$ cat config.mk
export PLATFORM = sky130hd
export DESIGN_NAME = array_mem_responder
export DESIGN_NICKNAME = d
export VERILOG_FILES = /design/src/rtl/array_mem_responder.sv
export SDC_FILE = /design/constraint.sdc
export NUM_CORES = 1
export LEC_CHECK = 0
export BUFFER_PORTS_ARGS = -buffer_cell sky130_fd_sc_hd__buf_2
export CAP_MARGIN = 5
export CORE_AREA = 2 2 39 41
export DETAILED_ROUTE_END_ITERATION = 10
export DIE_AREA = 0 0 41 43
export PLACE_DENSITY = 0.56
export SYNTH_ARGS = -nofsm -noshare
export SYNTH_HDL_FRONTEND = slang
export SYNTH_SLANG_ARGS = --single-unit
export TNS_END_PERCENT = 10
$ cat constraint.sdc
create_clock -name clk -period 3.5 [get_ports clk]
set_clock_uncertainty 0.05 [all_clocks]
set_input_delay 0.7 -clock clk [delete_from_list [all_inputs] [get_ports clk]]
set_output_delay 0.7 -clock clk [all_outputs]
set_load 0.02 [all_outputs]
$ cat src/rtl/array_mem_responder.sv
// DEPTH-word array shared by a host port and a kernel port, with 1-cycle registered reads,
// a clear sequencer and an ownership handoff. Define ARRAY_MEM_WRITE_FORWARD_EN for write-first reads.
module array_mem_responder #(
  parameter int DATA_W   = 1,
  parameter int ADDR_W   = 1,
  parameter int DEPTH    = 2,
  parameter int INIT_VAL = 0
) (
  input  logic              clk,
  input  logic              rst,
  input  logic              controlArr,
  input  logic              arrWEnable,
  input  logic [ADDR_W-1:0] arrAddr,
  input  logic [DATA_W-1:0] arrWData,
  output logic [DATA_W-1:0] arrRData,
  input  logic              hostWEnable,
  input  logic [ADDR_W-1:0] hostAddr,
  input  logic [DATA_W-1:0] hostWData,
  output logic [DATA_W-1:0] hostRData,
  input  logic              clearStart,
  output logic              busy,
  output logic              oobErr
);
  typedef enum logic [1:0] {IDLE, CLEAR, HANDOFF} state_t;
  typedef struct packed {
    logic              we;
    logic [ADDR_W-1:0] addr;
    logic [DATA_W-1:0] wdata;
  } req_t;

  localparam logic [ADDR_W-1:0] LAST   = ADDR_W'(DEPTH - 1);
  localparam logic [DATA_W-1:0] INIT_W = DATA_W'(INIT_VAL);

  logic [DATA_W-1:0] mem [DEPTH];
  state_t            state, state_nxt;
  logic              owner, owner_nxt;  // 1 = kernel
  logic [ADDR_W-1:0] clr_addr, clr_addr_nxt;
  req_t              req;
  logic              oob, serve, mem_we;
  logic [ADDR_W-1:0] mem_waddr;
  logic [DATA_W-1:0] mem_wdata, rd_word;

  assign req  = owner ? '{arrWEnable, arrAddr, arrWData} : '{hostWEnable, hostAddr, hostWData};
  assign busy = (state != IDLE);

  // A fully populated address space can never be out of range.
  generate
    if (DEPTH < (2 ** ADDR_W)) begin : g_oob
      assign oob = ({1'b0, req.addr} >= (ADDR_W + 1)'(DEPTH));
    end else begin : g_no_oob
      assign oob = 1'b0;
    end
  endgenerate

`ifdef ARRAY_MEM_WRITE_FORWARD_EN
  assign rd_word = oob ? '0 : (req.we ? req.wdata : mem[req.addr]);
`else
  assign rd_word = oob ? '0 : mem[req.addr];
`endif

  always_comb begin
    state_nxt    = state;
    owner_nxt    = owner;
    clr_addr_nxt = clr_addr;
    serve        = 1'b0;
    mem_we       = 1'b0;
    mem_waddr    = req.addr;
    mem_wdata    = req.wdata;
    unique case (state)
      IDLE: begin
        serve  = 1'b1;
        mem_we = req.we && !oob;
        // Clear wins; a pending owner change is picked up once CLEAR returns here.
        if (clearStart) begin
          state_nxt    = CLEAR;
          clr_addr_nxt = '0;
        end else if (controlArr != owner) begin
          state_nxt = HANDOFF;
        end
      end
      CLEAR: begin
        mem_we       = 1'b1;
        mem_waddr    = clr_addr;
        mem_wdata    = INIT_W;
        clr_addr_nxt = clr_addr + ADDR_W'(1);
        if (clr_addr == LAST) state_nxt = IDLE;
      end
      HANDOFF: begin
        owner_nxt = ~owner;
        state_nxt = IDLE;
      end
      default: state_nxt = IDLE;
    endcase
  end

  always_ff @(posedge clk) begin
    if (rst) begin
      state     <= IDLE;
      owner     <= 1'b0;
      clr_addr  <= '0;
      arrRData  <= '0;
      hostRData <= '0;
      oobErr    <= 1'b0;
    end else begin
      state    <= state_nxt;
      owner    <= owner_nxt;
      clr_addr <= clr_addr_nxt;
      if (serve) begin
        if (owner) arrRData  <= rd_word;
        else       hostRData <= rd_word;
        if (oob) oobErr <= 1'b1;
      end
    end
  end

  // Contents are not reset; a reset mid-clear simply stops further writes.
  always_ff @(posedge clk) begin
    if (mem_we && !rst) mem[mem_waddr] <= mem_wdata;
  end
endmodule

Yosys cells after proc, flatten, opt, wreduce, memory -nomap -nowiden --
Memory sizes are Yosys's and may differ from the RTL's. Index checks and enable logic that the tools add are counted.
Storage, ports and cells: memories kept 1, bits in writable memories 2, register bits after elaboration 6, output and inout bits 4
Memories:
- mem | words 2, width 1, read ports 1, clocked after Yosys merged registers in 0, wr ports 1, line 34 | logic [DATA_W-1:0] mem [DEPTH];
Operators by class: muxes and demuxes 13, eq/ne operators 6, reductions and logical operators 9, add/subtract/negate cells 1, bitwise operators 1
Operators by type and width (number):
- AND reduction 2 bit | 4
- 2-to-1 mux 1 bit | 6
- 2-to-1 mux 2 bit | 3
- != test 2 bit (second input constant) | 2
- case mux 1 bit (2 select lines) | 2
- case mux 2 bit (2 select lines) | 1
- nonzero test 2 bit | 2
- 2-to-1 mux 3 bit | 1
- != test 3 bit (second input constant) | 1
- == test 2 x 1 -> 1 bit (second input constant) | 1
- == test 2 bit (second input constant) | 1
- logical NOT 2 bit | 1
- adder 1 bit (second input constant) | 1
- logical AND 1 bit | 1
- logical NOT 1 bit | 1
- != test 1 bit | 1
- NOT 1 bit | 1

Logic depth before layout (Yosys ltp) --
word-level depth 5, depth in mapped cells 4, gate-level depth less buffers 3

Least setup slack after synthesis --
No wires, ideal clock.
path type input to register, from in arrAddr, to mem mem[0] (enable), stages on the path 3, buffers on the path 0, slack 1916 ps, data arrival time 1235 ps, cell sequence mux2_1 o21a_1 nor2_1
Between the ends: cells in the longest elaborated chain, start to end 2
Ends and longest elaborated chain:
- start, declared | line 13 | input logic [ADDR_W-1:0] arrAddr,
- 2-to-1 mux 3 bit | line 43 | assign req = owner ? '{arrWEnable, arrAddr, arrWData} : '{hostWEnable, hostAddr, hostWData};
- 2-to-1 mux 1 bit | line 69 | unique case (state)
- end, declared | line 34
No other way between the ends.

Worst setup path after layout --
from reg state[0], to out busy
Between the ends: cells in the longest elaborated chain, start to end 1
Ends and longest elaborated chain:
- start, declared | line 35 | state_t state, state_nxt;
- start signal, assigned | line 105 | state <= state_nxt;
- nonzero test 2 bit | line 44 | assign busy = (state != IDLE);
- end, declared | line 21 | output logic busy,
No other way between the ends.

==> flow_summary.toml <==
[grt]
track_usage = 0.101
grt_pass1_wl_um = 1100
grt_max_degree = 9
grt.overflow.total = 0
antenna_found_initial = 0
grt_pass1_vias = 293

[route]
dr_total_vias = 329
wirelength_um = 708
wl_per_cell_um = 9.83
via_per_inst = 4.57
ant_nets = 0
drc = 0
dr.first_iter.drc_count = 0
drtPass1Iterations = 1

[sta]
setup_tns_ns = 0
fin_crit_sh = 0.518
hold_violations = 0
setup_violations = 0
fmax_mhz = 552
fin_crit_ns = 1.81
grt_setup_unrepaired = "false"
worst_slack_ns = 1.69
maxSlewViolCount = 0
holdWs_ns = 0.444

[logic_synthesis]
synth_top_cell_by_area = "dfxtp_1"
yosysSeqAreaShare = 0.425
synth-compound-area-share = 0.112
synth_adder_area_share = 0
synthCells = 43
synth.distinct_cells = 23
synth_xor_area_frac = 0.0413
ys_ff_latch = 8
syn-num-nets = 53
synthTopCellsByArea = "dfxtp_1 (28%), edfxtp_1 (14%), mux2i_1 (9.4%)"
synth_top_family_by_area = "simple AND/OR/NAND/NOR gates"
syn_area_per_cell_um2 = 9.86
syn-cell-area_um2 = 424
synth-simple-area-share = 0.186
synth_top_area_frac = 0.283
synth_warnings = 0
muxShareOfSynthArea = 0.147

[cells_and_area]
fill_cells = 151
areaGrowthSynthToFinish_pct = 18.9
utilization = 0.364
nets = 67
diodes = 0
layout-drive-gt1-share = 0.321

[floorplanning]
dieArea_mm2 = 0.00176
start_util = 0.307
num_io_pins = 14
die_h_um = 43
fp-row-count = 14
fp.dieW_um = 41
fp.coreArea_mm2 = 0.00138

[clock_tree]
clkLatencyLatePin_ns = 0.25
cts_sinks = 8
cts_tree = "done"
clock_path_buffers = 2
ctsHoldBuffers = 0
cts.repair.resized = 0
cts_buffers = 3
postCtsSetupBuffers = 0
clk_pin_slew_ns = 0.06
htree_num_levels = 1
root_buffer = "clkbuf_4"

[worst_setup_path]
required_ns = 2.75
cp-end-kind = "output port"
start_kind = "flop"
cp.arrival_ns = 1.06
crit_fanout = 8
path_class = "flop to output port"

[power]
total_power_mw = 0.228
power.leakage_nw = 0.218
vdd_drop_max_uv = 121
powerDensity_mw_per_mm2 = 452

[place]
dp_slack_ns = 1.78
dp_hpwl_um = 565
port_buffers = 12
gp_congestion = 0.661

[run_status]
status = "completed"

[worst_hold_path]
worst_hold_path_type = "flop to flop"

[run]
cap_violations = 0
==> cell type report <==
type | count | area, µm² | share of cell area
clock buffers | 4 | 26.3 | 0.0521
inverters | 2 | 7.51 | 0.0149
multi-input cells | 30 | 210 | 0.417
flip-flops and latches | 8 | 180 | 0.357
well taps | 16 | 20.0 | 0.0397
repair buffers | 12 | 60.1 | 0.119
==> metal layers <==
| layer | up-vias | GRT usage | part of all wire |
|---|---|---|---|
| li1 | 173 | - | - |
| met1 | 147 | 0.0942 | 0.43 |
| met2 | 7 | 0.156 | 0.49 |
| met3 | 2 | 0.0157 | 0.047 |
| met4 | 0 | 0.120 | 0.031 |
| met5 | - | 0 | 0 |
==> final timing paths <==
check	from	end	slack (ns)	cells past startpoint
worst min register to register	clr_addr$_SDFFE_PP0P_	clr_addr$_SDFFE_PP0P_	0.44	2
worst max-delay path	state[0]$_SDFFE_PP0P_	busy	1.69	3
worst max register to register	owner$_SDFFE_PP0N_	mem[0]$_DFFE_PP_	1.99	3
worst min-delay path	clr_addr$_SDFFE_PP0P_	clr_addr$_SDFFE_PP0P_	0.44	2
==> where the power goes <==
group | switching [mW] | internal, mW
combinational | 0.0218 | 0.0213
sequential | 0.00739 | 0.103
clock | 0.0312 | 0.0436
==> sequential cells by signal, indices dropped and copies added (netlist names) <==
register	cells
arrRData	1
owner	1
hostRData	1
state	2
mem	2
clr_addr	1
==> kinds of logic after synthesis <==
group,Yosys count
compound gates,7
xor+xnor,2
buf+inv,5
flops,8
mux,6
other cells,1
simple gates,14
==> critical path, stage by stage, from the launching register on <==
cell and delay (ns):
dfxtp_1 0.47, nor2_1 0.11, inv_1 0.08, buf_2 0.16
==> synth_stat cells, drive strengths merged <==
cell type	number
a21oi	2
mux2	2
mux2i	4
a311oi	1
o21a	1
o21ai	2
nor2	7
xnor2	2
edfxtp	2
nor2b	2
nor4	1
or3b	1
and2b	1
conb	1
nor3	2
dfxtp	6
a211oi	1
buf	3
inv	2
==> metrics by stage <==
stage	instances	instance area [µm²]
2_1_floorplan	43	424
3_3_place_gp	68	478
3_5_place_dp	68	478
4_1_cts	72	504
5_1_grt	72	504
6_report	72	504
==> cells in the final DEF (no fill, tap or decap), drive strengths merged <==
| master | n |
|---|---|
| dfxtp | 6 |
| o21ai | 2 |
| a311oi | 1 |
| a21oi | 2 |
| clkbuf | 4 |
| mux2i | 4 |
| nor2b | 2 |
| buf | 12 |
| or3b | 1 |
| inv | 2 |
| nor2 | 7 |
| and2b | 1 |
| edfxtp | 2 |
| xnor2 | 2 |
| nor3 | 2 |
| a211oi | 1 |
| conb | 1 |
| nor4 | 1 |
| o21a | 1 |
| mux2 | 2 |
Power figures use the tool's default switching activity.
